$ cat src/rtl/text_buf_ctrl.sv
// Purpose  : UART-to-character-memory controller for a text display buffer.
// Latency  : one cycle from byte acceptance to the write strobe; clear sweeps one cell per cycle.
// Backpress: rx_ready is low during a clear sweep and whenever clear_req is high.
// Ports    : clk/reset (sync, active-high); rx_valid/rx_data/rx_ready byte stream in;
//            clear_req in; wr_en/wr_addr/wr_data memory write port; cursor, busy, err status.
module text_buf_ctrl #(
  parameter int          MEMSIZE = 128,
  parameter int          ROW_LEN = 32,
  parameter logic [15:0] BLANK   = 16'h0020,
  localparam int         AW      = $clog2(MEMSIZE)
) (
  input  logic          clk,
  input  logic          reset,
  input  logic          rx_valid,
  input  logic [7:0]    rx_data,
  output logic          rx_ready,
  input  logic          clear_req,
  output logic          wr_en,
  output logic [AW-1:0] wr_addr,
  output logic [15:0]   wr_data,
  output logic [AW-1:0] cursor,
  output logic          busy,
  output logic          err
);

  typedef enum logic [1:0] {IDLE, UTF_B2, UTF_B3, CLEAR} state_t;

  localparam logic [AW-1:0] LAST     = AW'(MEMSIZE - 1);
  localparam logic [AW:0]   ROW_MASK = (AW + 1)'(ROW_LEN - 1);
  localparam logic [AW:0]   ROW_STEP = (AW + 1)'(ROW_LEN);
  localparam logic [AW:0]   MEM_LIM  = (AW + 1)'(MEMSIZE);

  state_t        state;
  logic [7:0]    b2;
  logic          accept;
  logic          is_cont;
  logic [AW:0]   nl_sum;
  logic [AW-1:0] cur_nl;
  logic [AW-1:0] cur_inc;
  logic [AW-1:0] cur_dec;

  assign rx_ready = (state != CLEAR) && !clear_req;
  assign accept   = rx_valid && rx_ready;
  assign is_cont  = (rx_data[7:6] == 2'b10);

  // Start of the next row; one extra bit so the end-of-buffer overflow is visible.
  assign nl_sum  = ({1'b0, cursor} & ~ROW_MASK) + ROW_STEP;
  assign cur_nl  = (nl_sum >= MEM_LIM) ? '0 : nl_sum[AW-1:0];
  assign cur_inc = (cursor == LAST) ? '0 : cursor + AW'(1);
  assign cur_dec = (cursor == '0) ? LAST : cursor - AW'(1);

  always_ff @(posedge clk) begin
    if (reset) begin
      state   <= IDLE;
      cursor  <= '0;
      wr_en   <= 1'b0;
      wr_addr <= '0;
      wr_data <= BLANK;
      busy    <= 1'b0;
      err     <= 1'b0;
      b2      <= '0;
    end else begin
      wr_en <= 1'b0;
      err   <= 1'b0;
      if (state == CLEAR) begin
        // wr_addr doubles as the sweep counter; clear_req is ignored here.
        if (wr_addr == LAST) begin
          state <= IDLE;
          busy  <= 1'b0;
        end else begin
          wr_en   <= 1'b1;
          wr_addr <= wr_addr + AW'(1);
          wr_data <= BLANK;
        end
      end else if (clear_req) begin
        // First sweep write (address 0) goes out in the first CLEAR cycle.
        state   <= CLEAR;
        busy    <= 1'b1;
        cursor  <= '0;
        wr_en   <= 1'b1;
        wr_addr <= '0;
        wr_data <= BLANK;
      end else if (accept) begin
        if (state == IDLE) begin
          case (rx_data)
            8'h0D: cursor <= cur_nl;
            8'h7F: begin
              cursor  <= cur_dec;
              wr_en   <= 1'b1;
              wr_addr <= cur_dec;
              wr_data <= BLANK;
            end
            8'hE0: state <= UTF_B2;
            default: begin
              cursor  <= cur_inc;
              wr_en   <= 1'b1;
              wr_addr <= cursor;
              wr_data <= {9'b0, rx_data[6:0]};
            end
          endcase
        end else if (!is_cont) begin
          // Malformed continuation byte: drop the whole sequence.
          state <= IDLE;
          err   <= 1'b1;
        end else if (state == UTF_B2) begin
          b2    <= rx_data;
          state <= UTF_B3;
        end else begin
          cursor  <= cur_inc;
          wr_en   <= 1'b1;
          wr_addr <= cursor;
          wr_data <= {b2, rx_data};
          state   <= IDLE;
        end
      end
    end
  end

endmodule

$ cat config.mk
export PLATFORM = sky130hd
export DESIGN_NAME = text_buf_ctrl
export DESIGN_NICKNAME = d
export VERILOG_FILES = /design/src/rtl/text_buf_ctrl.sv
export SDC_FILE = /design/constraint.sdc
export NUM_CORES = 1
export LEC_CHECK = 0
export BUFFER_PORTS_ARGS = -buffer_cell sky130_fd_sc_hd__buf_2
export CAP_MARGIN = 25
export CORE_UTILIZATION = 59
export DETAILED_ROUTE_END_ITERATION = 6
export GPL_TIMING_DRIVEN = 0
export MAX_ROUTING_LAYER = met4
export PLACE_DENSITY = 0.84
export SYNTH_ARGS = -nofsm -noshare
export SYNTH_HDL_FRONTEND = slang
export SYNTH_SLANG_ARGS = --single-unit
$ cat constraint.sdc
create_clock -name clk -period 3.6 [get_ports clk]
set_input_delay 0.18 -clock clk [delete_from_list [all_inputs] [get_ports clk]]
set_output_delay 0.18 -clock clk [all_outputs]
set_load 0.02 [all_outputs]
==> flow_summary.yaml <==
run_status:
  run_status: "complete, no violations"
worst_setup_path:
  r2r_depth: 8
  critical-path-max-stage-delay_ns: 0.47
  critPathArrivalTime_ns: 2.63
  worst-setup-path-type: "reg2reg"
  timing.critical_path.mode_cell: "sky130_fd_sc_hd__clkbuf_1"
  crit_path_cell_trace: "ha_1, nand3_1, or2_0, clkbuf_1, o22ai_2, clkbuf_1, o21ai_1, a21oi_1"
  timing.critical_path.to_type: "flop"
  timing.critical_path.fanout_max: 10
  worst-endpoint-required_ns: 3.83
  family_of_cells_with_the_greatest_summed_delay_on_the_critical_path: "compound AO/OA/AOI/OAI gates"
  critical_path_buf_inv_count: 2
  critical_path_depth: 8
  crit_path_top_delay_cell: "sky130_fd_sc_hd__o22ai_2"
  timing.critical_path.from_type: "flop"
yosys:
  synthesis.yosys.warnings: 0
  synth.yosys.seq_area_share_pct: 33.2
  ys_dominant_reg_cell: "sky130_fd_sc_hd__dfxtp_1"
  post_synth.cell_area_avg_um2: 8.17
  synth_cells: 317
  asyncSetResetFlopFracSynth_pct: 0
  post_synth_instance_area_um2: 2590
  synth_cell_types: 60
  synth_seq_cells: 43
  number_of_nets_produced_by_synthesis: 338
  number_of_enable_flip_flop_cells_after_synthesis: 0
routing:
  route.final.wire_length_um: 7380
  remaining_design_rule_violation_count: 0
  viasPerCell: 6.58
  drt_first_iter_violations: 213
  number_of_nets_with_antenna_violations_after_routing: 0
  routedWlPerCell_um: 17.6
  drtPass1Iterations: 4
  dr_total_vias: 2757
timing:
  final_critical_delay_including_setup_and_external_delays_ns: 2.40
  hold_violations: 0
  finalCritPeriodShare_pct: 66.6
  setup_tns_ns: 0
  setup_viol_count_final: 0
  worstMarginPinSlew_ns: 0.649
  slew_headroom_pct: 56.6
  finalMaxSlewViolations: 0
  maxClockFrequency_mhz: 417
  layout_setup_ws_ns: 1.20
  worst_hold_slack_ns: 0.169
  skew_ns: 0.00688
  unrepaired_setup_endpoints_after_global_routing: "false"
power:
  powerDensity_nw_per_um2: 372
  post-layout-total-power_mw: 1.11
  irDropWorstVdd_v: 0.000247
  total_leakage_power_nw: 1.21
placement:
  placement.cell_area_um2: 2870
  routabilityCongestion: 0.950
  io_buffer_count: 44
  preCtsSetupSlack_ns: 1.26
  dpl.cell_count: 411
  detailedPlacementHpwl_um: 5270
hold_path:
  timing.hold.worst_path_depth: 3
  timing.hold.worst.class: "in2reg"
cells_and_area:
  fin_nets: 389
  num_antenna_cells: 0
  final_cell_mix: "sky130_fd_sc_hd__buf_2, sky130_fd_sc_hd__dfxtp_1, sky130_fd_sc_hd__a21oi_1, sky130_fd_sc_hd__nand4_1"
  layout.cells.non_filler: 419
  final_design_area_no_fill_um2: 2990
  final_core_utilization_pct: 72.5
  post_route_cells_drive_above_1_share_pct: 20.6
  areaGrowthSynthToFinish_pct: 15.3
  most_common_cell_after_layout_fill_and_taps_aside: "sky130_fd_sc_hd__buf_2"
grt:
  antenna_violations_before_repair: 0
  grt_start_max_net_pins: 15
  final_global_route_overflow_total: 0
  grt_pass1_vias: 2430
  grt_first_pass_wirelength_um: 11600
  gr-usage-all-layers_pct: 34.8
clocking:
  cts-root-buf: "sky130_fd_sc_hd__clkbuf_8"
  htree_num_levels: 2
  cts_tree: "built"
  clock_tree_buffer_depth: 2
  post_cts.resized_instances: 0
  cts_setup_buffers: 0
  ctsHoldBuffers: 0
  cts.sinks: 43
  clock_insertion_delay_worst_skew_ns: 0.30
  cts_made_buffers: 5
  clkTransAtPathRegs_ns: 0.09
floorplanning:
  floorplan.rows: 23
  floorplan_die_height_um: 68.3
  core_area_um2: 4120
  initial_utilization_pct: 62.9
  design.portCount: 46
  die_width_um: 68.3
  design.die.area_um2: 4660
job:
  max_capacitance_violation_total: 0
==> worst paths after layout <==
check	start	end	slack, ns
worst max register to register	wr_addr[0]$_SDFFE_PP0P_	wr_data[1]$_SDFFE_PP0P_	1.20
worst max-delay path	wr_addr[0]$_SDFFE_PP0P_	wr_data[1]$_SDFFE_PP0P_	1.20
worst min-delay path	rx_data[3]	b2[3]$_SDFFE_PP0P_	0.17
worst min register to register	wr_data[12]$_SDFFE_PP0P_	wr_data[12]$_SDFFE_PP0P_	0.48
==> cell usage after synthesis, types with 3 or more instances <==
library cell | instances | area share, %
sky130_fd_sc_hd__dfxtp_1 | 43 | 33
sky130_fd_sc_hd__and2_1 | 3 | 0.72
sky130_fd_sc_hd__or3_1 | 3 | 0.72
sky130_fd_sc_hd__o211ai_1 | 3 | 0.87
sky130_fd_sc_hd__clkbuf_1 | 16 | 2.3
sky130_fd_sc_hd__a21oi_1 | 33 | 6.4
sky130_fd_sc_hd__and3_1 | 3 | 0.72
sky130_fd_sc_hd__nand4_1 | 22 | 5.3
sky130_fd_sc_hd__nand2b_1 | 3 | 0.72
sky130_fd_sc_hd__xnor2_1 | 5 | 1.7
sky130_fd_sc_hd__nor3_1 | 11 | 2.1
sky130_fd_sc_hd__mux2i_1 | 6 | 2.3
sky130_fd_sc_hd__o21ai_0 | 4 | 0.77
sky130_fd_sc_hd__inv_1 | 8 | 1.2
sky130_fd_sc_hd__nand3_1 | 13 | 2.5
sky130_fd_sc_hd__nor2_1 | 19 | 2.8
sky130_fd_sc_hd__buf_2 | 7 | 1.4
sky130_fd_sc_hd__o32ai_1 | 8 | 2.7
sky130_fd_sc_hd__nor2b_1 | 5 | 1.2
sky130_fd_sc_hd__ha_1 | 9 | 4.3
sky130_fd_sc_hd__a211oi_1 | 7 | 2.0
sky130_fd_sc_hd__o21ai_1 | 14 | 2.7
sky130_fd_sc_hd__a31oi_1 | 7 | 1.7
sky130_fd_sc_hd__nand2_1 | 19 | 2.8
==> logic make-up (layout without fill, tap and decap cells) <==
logic type / after synthesis / count (layout) / synth area share, %
simple gates: 113 / 113 / 24.3
compound gates: 106 / 106 / 28.3
flops: 43 / 43 / 33.2
buf+inv: 35 / 87 / 5.85
fa+ha+maj: 9 / 9 / 4.35
mux: 6 / 6 / 2.32
xor+xnor: 5 / 5 / 1.69
==> state kept, by name (all words and copies together), names as in the netlist <==
signal	cells
cursor	7
b2	8
err	1
busy	1
state	2
wr_en	1
wr_data	16
wr_addr	7
==> layer usage <==
layer	part of all wire (%)	global-route usage [%]	wire, µm	vias up
li1	-	-	-	1305
met1	44	44.9	3270	1297
met2	46	53.4	3400	144
met3	8.1	7.00	599	11
met4	1.6	12.5	119	0
met5	0	-	0	-
==> final cells by class <==
class / instances / area, µm²
flip-flops and latches: 43 / 861
clock inverters: 3 / 43.8
inverters: 10 / 37.5
fillers: 344 / 1130
repair buffers: 44 / 220
multi-input cells: 239 / 1580
plain buffers: 25 / 114
clock buffers: 5 / 68.8
well taps: 50 / 62.6
==> where the power goes <==
part / leakage, nW / switching [mW] / total (mW) / internal [mW]
Clock: 0.0581 / 0.177 / 0.384 / 0.207
Combinational: 0.805 / 0.153 / 0.226 / 0.0725
Sequential: 0.349 / 0.0107 / 0.501 / 0.490
==> worst min-delay path, stage by stage <==
cell	delay (ns)
sky130_fd_sc_hd__buf_2	0.12
sky130_fd_sc_hd__mux2i_1	0.07
sky130_fd_sc_hd__nor2_1	0.07
Note: power is estimated with default switching activity, not from simulation.
